$ cat src/rtl/cfg_clk_div_pkg.sv
// ============================================================================
// Module : cfg_clk_div_pkg
// Brief  : Shared constants and types for the configurable clock divider.
// Rev    : 1.0 - initial release
// ============================================================================
`default_nettype none

package cfg_clk_div_pkg;

  localparam int NUM_CH   = 4;
  localparam int IDX_CVA6 = 0;
  localparam int IDX_SOC  = 1;
  localparam int IDX_PER  = 2;
  localparam int IDX_CLU  = 3;

  localparam int EN_BIT   = 31;
  localparam int DIV_W    = 8;

  localparam int DIV_RST_CVA6_DEF = 1;
  localparam int DIV_RST_SOC_DEF  = 2;
  localparam int DIV_RST_PER_DEF  = 4;
  localparam int DIV_RST_CLU_DEF  = 2;

  typedef enum logic [0:0] {
    ST_IDLE = 1'b0,
    ST_ACK  = 1'b1
  } bus_state_t;

endpackage

`default_nettype wire

$ cat src/rtl/cfg_clk_div_gen_clk_div_toggle.sv
// ============================================================================
// Module : clk_div_toggle
// Brief  : One divider channel: counter, shadowed divider reload, toggle flop.
// Rev    : 1.0 - initial release
// ============================================================================
`default_nettype none

module clk_div_toggle #(
  parameter int DIV_WIDTH = 8,
  parameter int RST_DIV   = 1
) (
  input  logic                 clk,
  input  logic                 rst,
  input  logic                 en,
  input  logic                 test_mode,
  input  logic [DIV_WIDTH-1:0] div,
  output logic                 clk_out
);

  localparam logic [DIV_WIDTH-1:0] C_ONE   = DIV_WIDTH'(1);
  localparam logic [DIV_WIDTH-1:0] C_E_RST = (RST_DIV == 0) ? C_ONE : DIV_WIDTH'(RST_DIV);

  logic [DIV_WIDTH-1:0] r_cnt;
  logic [DIV_WIDTH-1:0] r_e_act;
  logic                 r_out;
  logic [DIV_WIDTH-1:0] w_e_new;
  logic                 w_wrap;

  assign w_e_new = (test_mode || (div == '0)) ? C_ONE : div;
  assign w_wrap  = (r_cnt == (r_e_act - C_ONE));

  // The active divider only changes at a toggle point so no half period is cut short.
  always_ff @(posedge clk or posedge rst) begin
    if (rst) begin
      r_cnt   <= '0;
      r_e_act <= C_E_RST;
      r_out   <= 1'b0;
    end else if (!en) begin
      r_cnt   <= '0;
      r_e_act <= w_e_new;
      r_out   <= 1'b0;
    end else if (w_wrap) begin
      r_cnt   <= '0;
      r_e_act <= w_e_new;
      r_out   <= ~r_out;
    end else begin
      r_cnt   <= r_cnt + C_ONE;
    end
  end

  assign clk_out = r_out;

endmodule

`default_nettype wire

$ cat src/rtl/cfg_clk_div_gen.sv
// ============================================================================
// Module : cfg_clk_div_gen
// Brief  : Four-output programmable even clock divider with 4-phase config bus.
// Rev    : 1.0 - initial release
// ============================================================================
`default_nettype none

module cfg_clk_div_gen
  import cfg_clk_div_pkg::*;
#(
  parameter int ADDR_WIDTH   = 2,
  parameter int DATA_WIDTH   = 32,
  parameter int DIV_WIDTH    = DIV_W,
  parameter int DIV_RST_CVA6 = DIV_RST_CVA6_DEF,
  parameter int DIV_RST_SOC  = DIV_RST_SOC_DEF,
  parameter int DIV_RST_PER  = DIV_RST_PER_DEF,
  parameter int DIV_RST_CLU  = DIV_RST_CLU_DEF
) (
  input  logic                  ref_clk_i,
  input  logic                  rst_i,
  input  logic                  test_mode_i,
  input  logic                  cfg_req_i,
  output logic                  cfg_ack_o,
  input  logic [ADDR_WIDTH-1:0] cfg_add_i,
  input  logic [DATA_WIDTH-1:0] cfg_data_i,
  output logic [DATA_WIDTH-1:0] cfg_r_data_o,
  input  logic                  cfg_wrn_i,
  output logic                  cva6_clk_o,
  output logic                  soc_clk_o,
  output logic                  per_clk_o,
  output logic                  cluster_clk_o
);

  bus_state_t            r_state;
  bus_state_t            w_state_nxt;
  logic                  w_access;

  logic [DIV_WIDTH-1:0]  r_div [NUM_CH];
  logic [NUM_CH-1:0]     r_en;
  logic [DATA_WIDTH-1:0] r_rdata;
  logic [DATA_WIDTH-1:0] w_rd;
  logic [NUM_CH-1:0]     w_clk;
  logic                  w_unused;

  assign w_unused = ^cfg_data_i[EN_BIT-1:DIV_WIDTH];

  always_ff @(posedge ref_clk_i or posedge rst_i) begin
    if (rst_i) r_state <= ST_IDLE;
    else       r_state <= w_state_nxt;
  end

  // One access per request pulse: execute only on the IDLE->ACK transition.
  always_comb begin
    w_state_nxt = r_state;
    w_access    = 1'b0;
    case (r_state)
      ST_IDLE: if (cfg_req_i) begin
        w_access    = 1'b1;
        w_state_nxt = ST_ACK;
      end
      ST_ACK:  if (!cfg_req_i) w_state_nxt = ST_IDLE;
      default: w_state_nxt = ST_IDLE;
    endcase
  end

  always_comb begin
    w_rd                  = '0;
    w_rd[DIV_WIDTH-1:0]   = r_div[cfg_add_i];
    w_rd[EN_BIT]          = r_en[cfg_add_i];
  end

  always_ff @(posedge ref_clk_i or posedge rst_i) begin
    if (rst_i) begin
      r_div[IDX_CVA6] <= DIV_WIDTH'(DIV_RST_CVA6);
      r_div[IDX_SOC]  <= DIV_WIDTH'(DIV_RST_SOC);
      r_div[IDX_PER]  <= DIV_WIDTH'(DIV_RST_PER);
      r_div[IDX_CLU]  <= DIV_WIDTH'(DIV_RST_CLU);
      r_en            <= '1;
      r_rdata         <= '0;
    end else if (w_access) begin
      if (!cfg_wrn_i) begin
        r_div[cfg_add_i] <= cfg_data_i[DIV_WIDTH-1:0];
        r_en[cfg_add_i]  <= cfg_data_i[EN_BIT];
      end else begin
        r_rdata <= w_rd;
      end
    end
  end

  assign cfg_ack_o    = (r_state == ST_ACK);
  assign cfg_r_data_o = r_rdata;

  generate
    for (genvar i = 0; i < NUM_CH; i++) begin : g_ch
      localparam int C_RST = (i == IDX_CVA6) ? DIV_RST_CVA6 :
                             (i == IDX_SOC)  ? DIV_RST_SOC  :
                             (i == IDX_PER)  ? DIV_RST_PER  : DIV_RST_CLU;
      clk_div_toggle #(
        .DIV_WIDTH (DIV_WIDTH),
        .RST_DIV   (C_RST)
      ) u_div (
        .clk       (ref_clk_i),
        .rst       (rst_i),
        .en        (r_en[i]),
        .test_mode (test_mode_i),
        .div       (r_div[i]),
        .clk_out   (w_clk[i])
      );
    end
  endgenerate

  assign cva6_clk_o    = w_clk[IDX_CVA6];
  assign soc_clk_o     = w_clk[IDX_SOC];
  assign per_clk_o     = w_clk[IDX_PER];
  assign cluster_clk_o = w_clk[IDX_CLU];

endmodule

`default_nettype wire

$ cat config.mk
export PLATFORM = sky130hd
export DESIGN_NAME = cfg_clk_div_gen
export DESIGN_NICKNAME = d
export VERILOG_FILES = /design/src/rtl/cfg_clk_div_pkg.sv /design/src/rtl/cfg_clk_div_gen_clk_div_toggle.sv /design/src/rtl/cfg_clk_div_gen.sv
export SDC_FILE = /design/constraint.sdc
export NUM_CORES = 1
export LEC_CHECK = 0
export CAP_MARGIN = 25
export CELL_PAD_IN_SITES_DETAIL_PLACEMENT = 0
export CELL_PAD_IN_SITES_GLOBAL_PLACEMENT = 2
export CORE_MARGIN = 1
export CORE_UTILIZATION = 39
export CTS_BUF_LIST = sky130_fd_sc_hd__clkbuf_4 sky130_fd_sc_hd__clkbuf_8
export CTS_CLUSTER_DIAMETER = 100
export DETAILED_ROUTE_END_ITERATION = 8
export PLACE_DENSITY = 0.94
export SYNTH_ARGS = -nofsm -noshare
export SYNTH_HDL_FRONTEND = slang
export SYNTH_SLANG_ARGS = --single-unit
$ cat constraint.sdc
create_clock -name ref_clk_i -period 4.1 [get_ports ref_clk_i]
set_input_delay 0.41 -clock ref_clk_i [delete_from_list [all_inputs] [get_ports ref_clk_i]]
set_output_delay 0.41 -clock ref_clk_i [all_outputs]
set_load 0.01 [all_outputs]
==> out/qor.txt <==
Vias/cell: 5.31
Final Hold Viols: 0
DP HPWL: 8.89 mm
H-tree depth: 4
slew at the pin closest to its max-slew limit: 0.853 ns
Peak Freq: 0.377 GHz
Synth area leaders: dfrtp_1 42%, mux2_2 11%, dfstp_2 5.2%
setup slack, reg-to-reg: 1.44 ns
Initial Util: 0.399
Num CTS Buffers: 17
R2R Path End: g_ch[1].u_div.r_e_act[6]$_DFFE_PP0P_
Die W: 127 µm
R2R depth: 6
Placer Congestion: 0.795
Nets: 608
Worst Setup Path Type: reg -> reg
Sink Count: 114
Slew headroom: 0.429
Worst-path clk slew: 0.07 ns
Synth cell types: 58
DR WL/cell: 16.4 µm
first-pass detailed-route iteration total: 5
P_leak: 3.01 nW
Core Box Area: 15,200 µm²
PwrDens: 607 nW/µm²
P&R area growth vs syn: 14.3%
Yosys reg bits: 114
site row count: 45
Fillers: 1,379
Crit path required time: 4.43 ns
ant diodes: 0
Yosys top cell area share: 0.420
drt total wl: 12.5 mm
Slew Viols, Final: 0
first-pass GRT wire length: 20.9 mm
Die Height: 127 µm
final instance area: 6940 µm²
pin count of the biggest net entering global routing: 56
worst min path class: in -> async
Final Skew: 0.0113 ns
Post-CTS Setup Bufs: 0
Critical Path End Type: flip-flop
Most used DFF post-synth: dfrtp_1
clock root buffer: clkbuf_8
synth warn: 0
mean area per synthesized cell: 11.6 µm²
crit share post-route: 0.648
Peak supply drop: 0.324 mV
Crit Path Max Fanout: 15
DRC violations left: 0
placed instance area: 6480 µm²
All-Layer GR Usage: 0.170
via count: 4,044
CTS tree: built
number of global-route vias before repair: 4,139
RSZ-0062 raised after global routing: false
hold-fix buffers at CTS: 0
Clock Latency Late Sink: 0.44 ns
final setup fails: 0
IO Port Bufs: 29
layout cells sized above 1: 0.230
gr ovfl total: 0
I/O pin count: 76
Async SR Flop Fraction: 1.00
outcome: completed
Mapped Area: 6070 µm²
clk buf depth: 2
Post-DRT Antenna Nets: 0
MaxCap Viol Count: 0
Period minus WS final: 2.66 ns
CP Launch Type: flip-flop
antenna violations before repair: 0
CTS resizes: 0
die area: 16,100 µm²
cell taking the most area after synthesis: dfrtp_1
initial drt markers: 169
worst r2r src: g_ch[1].u_div.r_e_act[2]$_DFFE_PP0P_
EDFF count, synth: 0
CP arrival: 2.98 ns
sequential area share after synthesis: 0.472
final setup TNS: 0 ns
Mapped Cells: 522
==> worst max-delay path, cell delays in order, from the launching register on <==
cell      delay, ns
dfrtp_1        0.44
or4_1          0.59
or4_1          0.52
o311ai_1       0.09
o211ai_1       0.19
nand2_2        0.33
mux2_2         0.38
==> routing by layer <==
layer,up-vias,GRT usage,part of all wire
li1,1900,-,-
met1,2043,0.208,0.45
met2,85,0.278,0.48
met3,16,0.0536,0.048
met4,0,0.0693,0.018
met5,-,0,0
==> synth_stat cells (all sizes together) (5+ instances only) <==
master / n
mux2i: 8
or4: 5
ha: 8
dfrtp: 102
inv: 10
and2: 12
nor2b: 24
and3: 12
a31oi: 5
nand2b: 8
a22o: 6
clkbuf: 9
nand3b: 5
nand3: 22
dfstp: 12
a21oi: 5
buf: 26
xnor2: 29
nor3: 11
o21ai: 5
nor2: 32
mux4: 9
mux2: 63
nor4: 7
xor2: 28
nand2: 13
==> layout make-up <==
type | instances | area [µm²] | area share
tap | 188 | 235 | 0.0339
clock buffer | 21 | 277 | 0.0399
clock inverter | 10 | 158 | 0.0227
timing repair buffer | 33 | 340 | 0.0491
multi-input combinational | 385 | 3020 | 0.435
inverter | 10 | 40.0 | 0.00577
sequential | 114 | 2870 | 0.413
==> worst max path at each step <==
stage / from / endpoint / slack [ns] / cells past startpoint
2_1_floorplan: rst_i / cfg_ack_o$_DFF_PP0_ / 0.69 / 1
3_3_place_gp: cfg_add_i[0] / r_div[23]$_DFFE_PP0P_ / 1.38 / 4
3_5_place_dp: cfg_add_i[0] / r_div[20]$_DFFE_PP0P_ / 1.37 / 4
4_1_cts: g_ch[1].u_div.r_e_act[2]$_DFFE_PP0P_ / g_ch[1].u_div.r_e_act[6]$_DFFE_PP0P_ / 1.42 / 6
5_1_grt: g_ch[0].u_div.r_e_act[1]$_DFFE_PP0P_ / g_ch[0].u_div.r_e_act[3]$_DFFE_PP0P_ / 1.22 / 8
6_report: g_ch[1].u_div.r_e_act[2]$_DFFE_PP0P_ / g_ch[1].u_div.r_e_act[6]$_DFFE_PP0P_ / 1.44 / 6
==> metrics by stage <==
stage	utilization	power, mW	cells	hold slack (ns)	setup WS (ns)
final	0.456	4.21	761	0.445	1.44
after CTS	0.455	4.24	760	0.450	1.42
after global placement	0.426	3.01	729	0.489	1.38
after floorplan	-	2.70	544	0.441	0.694
after global routing	0.456	4.48	761	0.447	1.22
after detailed placement	0.426	3.07	729	0.498	1.37
==> power breakdown <==
group          leakage (nW)  total, mW  switching, mW  internal, mW
clock network         0.226       1.15          0.451         0.702
registers              1.45       1.78          0.351          1.42
logic                  1.34       1.28          0.589         0.694
==> layout by cell type (no fill, tap or decap), types with 12 or more instances in the layout <==
cell type / count
nor2_1: 32
xnor2_1: 29
clkdlybuf4s50_1: 29
dfrtp_1: 102
and2_1: 12
conb_1: 23
clkbuf_8: 19
dfstp_2: 12
xor2_1: 28
nor2b_1: 24
nand3_1: 22
mux2_2: 62
==> registers in the layout (all words and copies together), names as in the netlist <==
name / count
cfg_ack_o: 1
cfg_r_data_o: 9
g_ch.u_div.clk_out: 4
g_ch.u_div.r_cnt: 32
g_ch.u_div.r_e_act: 32
r_div: 32
r_en: 4
==> cell families (layout without fill, tap and decap cells) <==
family	after synthesis	in the layout	share of synthesized area
muxes	80	80	0.163
DFF	114	114	0.472
and+or+nand+nor	173	173	0.164
other	1	23	0.000618
xor gates and xnor gates	57	57	0.0822
buffers and inverters	45	74	0.0439
AOI/OAI and AO/OA	44	44	0.0575
adders and majority gates	8	8	0.0165
Power figures use the tool's default switching activity.
